### src/rtl/reset_sequencer_if.sv
// Lock/ready inputs and sequenced reset/status outputs of reset_sequencer.
// The sequencer uses the master modport. The environment and stages use the slave modport.
interface reset_sequencer_if #(
  parameter int unsigned NUM_STAGE = 4
);
  logic                 i_pll_locked;
  logic [NUM_STAGE-1:0] i_stage_ready;
  logic [NUM_STAGE-1:0] o_srst;
  logic                 o_done;
  logic                 o_fault;
  logic [3:0]           o_fault_stage;

  modport master (
    input  i_pll_locked,
    input  i_stage_ready,
    output o_srst,
    output o_done,
    output o_fault,
    output o_fault_stage
  );

  modport slave (
    output i_pll_locked,
    output i_stage_ready,
    input  o_srst,
    input  o_done,
    input  o_fault,
    input  o_fault_stage
  );
endinterface

### src/rtl/reset_sequencer.sv
// Waits for a stable PLL lock, then releases NUM_STAGE resets one at a time in index order.
// Define RESET_SEQ_TIMEOUT_EN to enable the stage-ready timeout and the absorbing FAULT state.
module reset_sequencer #(
  parameter int unsigned          NUM_STAGE      = 4,
  parameter int unsigned          DELAY_CYCLE    = 16,
  parameter int unsigned          TIMEOUT_CYCLE  = 1024,
  parameter logic [NUM_STAGE-1:0] OUT_RST_ACTIVE = '1
) (
  input  logic              i_clk,
  input  logic              i_srst,
  reset_sequencer_if.master bus
);

  localparam int unsigned CNT_MAX = (DELAY_CYCLE > TIMEOUT_CYCLE) ? DELAY_CYCLE : TIMEOUT_CYCLE;
  localparam int unsigned CNT_W   = $clog2(CNT_MAX + 1);
  localparam int unsigned K_W     = (NUM_STAGE > 1) ? $clog2(NUM_STAGE) : 1;

  localparam logic [K_W-1:0]   K_LAST   = K_W'(NUM_STAGE - 1);
  localparam logic [CNT_W-1:0] LOCK_CNT = CNT_W'(DELAY_CYCLE);
  localparam logic [CNT_W-1:0] DLY_LAST = CNT_W'(DELAY_CYCLE - 1);
`ifdef RESET_SEQ_TIMEOUT_EN
  localparam logic [CNT_W-1:0] TO_LAST  = CNT_W'(TIMEOUT_CYCLE - 1);
`endif

  typedef enum logic [2:0] {
    ST_WAIT_LOCK,
    ST_DELAY,
    ST_WAIT_READY,
    ST_DONE,
    ST_FAULT
  } state_e;

  state_e               state_q, state_d;
  logic [CNT_W-1:0]     cnt_q, cnt_d;
  logic [K_W-1:0]       k_q, k_d;
  logic [NUM_STAGE-1:0] srst_q, srst_d;
  logic [NUM_STAGE-1:0] rel_c, rel_d;
  logic                 done_q, done_d;
  logic                 lock_lost_c;
`ifdef RESET_SEQ_TIMEOUT_EN
  logic                 fault_q, fault_d;
  logic [3:0]           fstage_q, fstage_d;
`endif

  // Released mask, recovered from the polarity-applied output register.
  assign rel_c = srst_q ^ OUT_RST_ACTIVE;

  assign lock_lost_c = !bus.i_pll_locked &&
                       (state_q inside {ST_DELAY, ST_WAIT_READY, ST_DONE});

  always_comb begin
    state_d = state_q;
    cnt_d   = cnt_q;
    k_d     = k_q;
    rel_d   = rel_c;
    done_d  = done_q;
`ifdef RESET_SEQ_TIMEOUT_EN
    fault_d  = fault_q;
    fstage_d = fstage_q;
`endif

    // Lock loss outranks any ready or timeout seen in the same cycle.
    if (lock_lost_c) begin
      state_d = ST_WAIT_LOCK;
      cnt_d   = '0;
      k_d     = '0;
      rel_d   = '0;
      done_d  = 1'b0;
    end else begin
      unique case (state_q)
        ST_WAIT_LOCK: begin
          if (!bus.i_pll_locked) begin
            cnt_d = '0;
          end else if (cnt_q == LOCK_CNT) begin
            state_d = ST_DELAY;
            cnt_d   = '0;
            k_d     = '0;
          end else begin
            cnt_d = cnt_q + CNT_W'(1);
          end
        end

        ST_DELAY: begin
          if (cnt_q == DLY_LAST) begin
            rel_d[k_q] = 1'b1;
            state_d    = ST_WAIT_READY;
            cnt_d      = '0;
          end else begin
            cnt_d = cnt_q + CNT_W'(1);
          end
        end

        ST_WAIT_READY: begin
          if (bus.i_stage_ready[k_q]) begin
            cnt_d = '0;
            if (k_q == K_LAST) begin
              state_d = ST_DONE;
              done_d  = 1'b1;
            end else begin
              k_d     = k_q + K_W'(1);
              state_d = ST_DELAY;
            end
          end
`ifdef RESET_SEQ_TIMEOUT_EN
          else if (cnt_q == TO_LAST) begin
            state_d  = ST_FAULT;
            fault_d  = 1'b1;
            fstage_d = 4'(k_q);
            rel_d    = '0;
            cnt_d    = '0;
          end else begin
            cnt_d = cnt_q + CNT_W'(1);
          end
`endif
        end

        ST_DONE:  ;
        ST_FAULT: rel_d = '0;
        default:  state_d = ST_WAIT_LOCK;
      endcase
    end

    srst_d = rel_d ^ OUT_RST_ACTIVE;
  end

  // Synchronous reset returns everything to WAIT_LOCK with all stages held.
  always_ff @(posedge i_clk) begin
    if (i_srst) begin
      state_q  <= ST_WAIT_LOCK;
      cnt_q    <= '0;
      k_q      <= '0;
      srst_q   <= OUT_RST_ACTIVE;
      done_q   <= 1'b0;
`ifdef RESET_SEQ_TIMEOUT_EN
      fault_q  <= 1'b0;
      fstage_q <= '0;
`endif
    end else begin
      state_q  <= state_d;
      cnt_q    <= cnt_d;
      k_q      <= k_d;
      srst_q   <= srst_d;
      done_q   <= done_d;
`ifdef RESET_SEQ_TIMEOUT_EN
      fault_q  <= fault_d;
      fstage_q <= fstage_d;
`endif
    end
  end

  assign bus.o_srst = srst_q;
  assign bus.o_done = done_q;
`ifdef RESET_SEQ_TIMEOUT_EN
  assign bus.o_fault       = fault_q;
  assign bus.o_fault_stage = fstage_q;
`else
  assign bus.o_fault       = 1'b0;
  assign bus.o_fault_stage = 4'd0;
`endif

endmodule

### src/flat_wrapper.sv
// flat-port wrapper written by rule: the top's interface ports become plain ports
module reset_sequencer_flat 
#(
  parameter int unsigned          NUM_STAGE      = 4,
  parameter int unsigned          DELAY_CYCLE    = 16,
  parameter int unsigned          TIMEOUT_CYCLE  = 1024,
  parameter logic [NUM_STAGE-1:0] OUT_RST_ACTIVE = '1
)
  (i_clk, i_srst, bus_i_pll_locked, bus_i_stage_ready, bus_o_srst, bus_o_done, bus_o_fault, bus_o_fault_stage);
  reset_sequencer_if #(.NUM_STAGE(NUM_STAGE)) bus_i ();
  input  logic i_clk;
  input  logic i_srst;
  input wire logic [$bits(bus_i.i_pll_locked)-1:0] bus_i_pll_locked;
  input wire logic [$bits(bus_i.i_stage_ready)-1:0] bus_i_stage_ready;
  output wire logic [$bits(bus_i.o_srst)-1:0] bus_o_srst;
  output wire logic [$bits(bus_i.o_done)-1:0] bus_o_done;
  output wire logic [$bits(bus_i.o_fault)-1:0] bus_o_fault;
  output wire logic [$bits(bus_i.o_fault_stage)-1:0] bus_o_fault_stage;
  assign bus_i.i_pll_locked = bus_i_pll_locked;
  assign bus_i.i_stage_ready = bus_i_stage_ready;
  assign bus_o_srst = bus_i.o_srst;
  assign bus_o_done = bus_i.o_done;
  assign bus_o_fault = bus_i.o_fault;
  assign bus_o_fault_stage = bus_i.o_fault_stage;
  reset_sequencer #(.NUM_STAGE(NUM_STAGE), .DELAY_CYCLE(DELAY_CYCLE), .TIMEOUT_CYCLE(TIMEOUT_CYCLE), .OUT_RST_ACTIVE(OUT_RST_ACTIVE)) u_core (.i_clk(i_clk), .i_srst(i_srst), .bus(bus_i));
endmodule
### config.mk
export PLATFORM = sky130hd
export DESIGN_NAME = reset_sequencer_flat
export DESIGN_NICKNAME = d
export VERILOG_FILES = /design/src/rtl/reset_sequencer_if.sv /design/src/rtl/reset_sequencer.sv /design/src/flat_wrapper.sv
export SDC_FILE = /design/constraint.sdc
export NUM_CORES = 1
export LEC_CHECK = 0
export ABC_CLOCK_PERIOD_IN_PS = 6750
export CORE_MARGIN = 10
export CORE_UTILIZATION = 30
export DETAILED_ROUTE_END_ITERATION = 10
export HOLD_SLACK_MARGIN = 0.08
export SLEW_MARGIN = 20
export SYNTH_ARGS = -nofsm -noshare
export SYNTH_HDL_FRONTEND = slang
export SYNTH_SLANG_ARGS = --single-unit
### constraint.sdc
create_clock -name i_clk -period 6.75 [get_ports i_clk]
set_clock_uncertainty 0.15 [all_clocks]
set_input_delay 2.025 -clock i_clk [delete_from_list [all_inputs] [get_ports i_clk]]
set_output_delay 2.025 -clock i_clk [all_outputs]
set_load 0.005 [all_outputs]
==> results.txt <==
Crit Path Class: input pin to flip-flop
crit-path cells: clkdlybuf4s50_1, mux2i_1, a221o_1, o31ai_4, a21oi_1
depth of the CTS H-tree: 1
top achievable clock speed: 245 MHz
hold_buf cts: 0
Crit path required time: 6710 ps
First DRT Iteration DRCs: 50
Relative slew margins: 47.4%
Die Wd: 85.7 um
layout cells sized above 1: 14.1%
number of flops mapped to enable cells by yosys: 0
Die ar.: 7340 um^2
CTS clk-pin slew, worst paths: 70 ps
Worst R2R Setup Slack: 4050 ps
Tot GR Track Use: 7.40%
Port Buffers: 11
startpoint types: input pin
CTS Buf Count: 3
nets: 168
CP bufs+invs: 1
Unique masters post-synth: 52
max-slew violations: 0
number of global-route vias before repair: 1051
# DRC: 0
Die Span Y: 85.7 um
Area growth syn-to-layout: 12.9%
post-synthesis sequential area ratio: 30.9%
max incr delay on CP: 730 ps
CTS root buffer: clkbuf_8
synthesized flop and latch total: 20
setup_tns: 0 ps
final RePlAce weighted congestion: 0.774
worst r2r src: u_core.state_q[0]
ys flop type: dfxtp_1
most common cell in the netlist: dfxtp_1
Final Hold Vio Count: 0
CP Data Arrival Time: 4050 ps
worst skew pair latency: 260 ps
drt first pass iters: 4
part of the cycle the worst path needs: 60.5%
CTS max path bufs: 2
Tmin final: 4080 ps
CP max stage cell: o31ai_4
Mapped Cells: 140
hold crit path type: flip-flop to flip-flop
PD cells: 194 nW/um^2
io pins: 17
max_cap viols: 0
hold depth: 1
post-synthesis async set-or-reset flop share: 0%
RSZ-0062 raised after global routing: no
Clock Sinks: 20
Worst Path Max Fanout: 24
TritonCTS clock tree: yes
post-route ant nets: 0
area leader, netlist: dfxtp_1
first-pass GRT wire length: 4610 um
Top delay family on crit path: compound AO/OA/AOI/OAI gates
Antenna Cells: 0
initial antenna violation count: 0
worst min-delay path startpoint: u_core.bus.o_srst[2]
critical path capture point type: flip-flop
Least-Margin Pin Slew: 789 ps
total wire length: 2740 um
final core occ: 35.8%
Setup-failing EPs final: 0
synth cell count leaders: dfxtp_1 (20), ha_1 (10), inv_1 (10)
FF-to-FF End: u_core.cnt_q[6]
post-synthesis average cell area: 9.25 um^2
worst vdd ir: 0.0000830 V
Setup Fix Bufs, Post-CTS: 0
FP Rows: 23
total number of vias: 1066
total core area: 4090 um^2
post-DR vias/cell: 5.36
Routed WL per cell: 13.8 um
HPWL after detailed placement: 2080 um
total gr overflow: 0
Initial Util: 31.7%
status: finished clean
Worst Reg-to-Reg Cells: 6
Yosys top cell area share: 30.9%
Endpoint, Worst Hold: u_core.bus.o_srst[2]
Synth area leaders: dfxtp_1 (31%), ha_1 (9.7%), a21oi_2 (4.7%)
synthesized cell area: 1290 um^2
post-CTS sizing: 0
largest net degree at the start of global routing: 25
Syn. warnings: 0
leakage power: 0.481 nW
## layout by cell type (no fill, tap or decap), types with 2 or more instances in the layout
cell type,synthesis,routed
a211oi_1,2,2
a21o_1,4,4
a21oi_1,4,4
a21oi_2,7,7
and4_1,3,3
clkbuf_8,0,3
clkdlybuf4s50_1,0,11
conb_1,1,5
dfxtp_1,20,20
ha_1,10,10
inv_1,10,10
mux2i_1,4,4
nand2_1,9,9
nand3_1,3,3
nor2_1,3,3
nor2_2,2,2
o21ai_0,6,6
o21ai_1,2,2
o31ai_1,3,3
or3_1,6,6
or4_1,3,3
## flip-flops by register name, summed over array words and instances (netlist names)
register	cells
u_core.bus.o_done	1
u_core.bus.o_srst	4
u_core.cnt_q	11
u_core.k_q	2
u_core.state_q	2
## through the flow
step	setup slack (ps)	total power (W)	instances	instance area [um^2]	hold WS [ps]
final	2670	0.000284	199	1460	306
after global routing	2550	0.000302	199	1460	330
after CTS	2680	0.000288	199	1460	310
after global placement	2460	0.000204	196	1420	287
after detailed placement	2400	0.000209	196	1420	292
after floorplan	3340	0.000195	144	1310	301
## worst register-to-register path, delay by kind of cell, from the launching register on
kind	cells	cell delay [ps]
buffers and inverters	1	80
AO/OA/AOI/OAI	3	1460
AND/OR/NAND/NOR	1	180
adder cells (fa/ha/maj)	1	320
flip-flops	1	360
## cells by family after synthesis
logic type	Yosys count	share of synthesized area, %
other	1	0.290
adder cells (fa/ha/maj)	10	9.66
buffers and inverters	19	7.63
XOR/XNOR	1	0.676
multiplexers	4	3.09
AND/OR/NAND/NOR	45	21.9
flip-flops	20	30.9
AO/OA/AOI/OAI	40	25.8
## layout make-up
type / count / area [um^2]
Fill cell: 411 / 2620
Tap cell: 50 / 62.6
Multi-Input combinational cell: 105 / 811
Sequential cell: 20 / 400
Timing Repair Buffer: 11 / 110
Clock buffer: 3 / 41.3
Inverter: 10 / 37.5
## report_power, final
group | total [W] | switching (W) | internal, W
sequential | 0.000129 | 0.00000551 | 0.000124
clock | 0.0000776 | 0.0000379 | 0.0000397
combinational | 0.0000773 | 0.0000462 | 0.0000311
total | 0.000284 | 0.0000896 | 0.000195
## metal layers
layer  track usage [%]  wire, um
met5                 0         0
met4              3.14        51
met3              2.74       189
met2              12.7      1320
met1              7.98      1180
## worst max path at each step
| stage | from | to | slack (ps) | depth (start not counted) |
|---|---|---|---|---|
| 2_1_floorplan | bus_i_stage_ready[2] | u_core.state_q[1] | 3340 | 5 |
| 3_3_place_gp | bus_i_stage_ready[2] | u_core.cnt_q[8] | 2460 | 5 |
| 3_5_place_dp | bus_i_stage_ready[2] | u_core.cnt_q[8] | 2400 | 5 |
| 4_1_cts | bus_i_stage_ready[2] | u_core.cnt_q[6] | 2680 | 5 |
| 5_1_grt | bus_i_stage_ready[2] | u_core.cnt_q[6] | 2550 | 5 |
| 6_report | bus_i_stage_ready[2] | u_core.cnt_q[6] | 2670 | 5 |
Note: power is estimated with default switching activity, not from simulation.
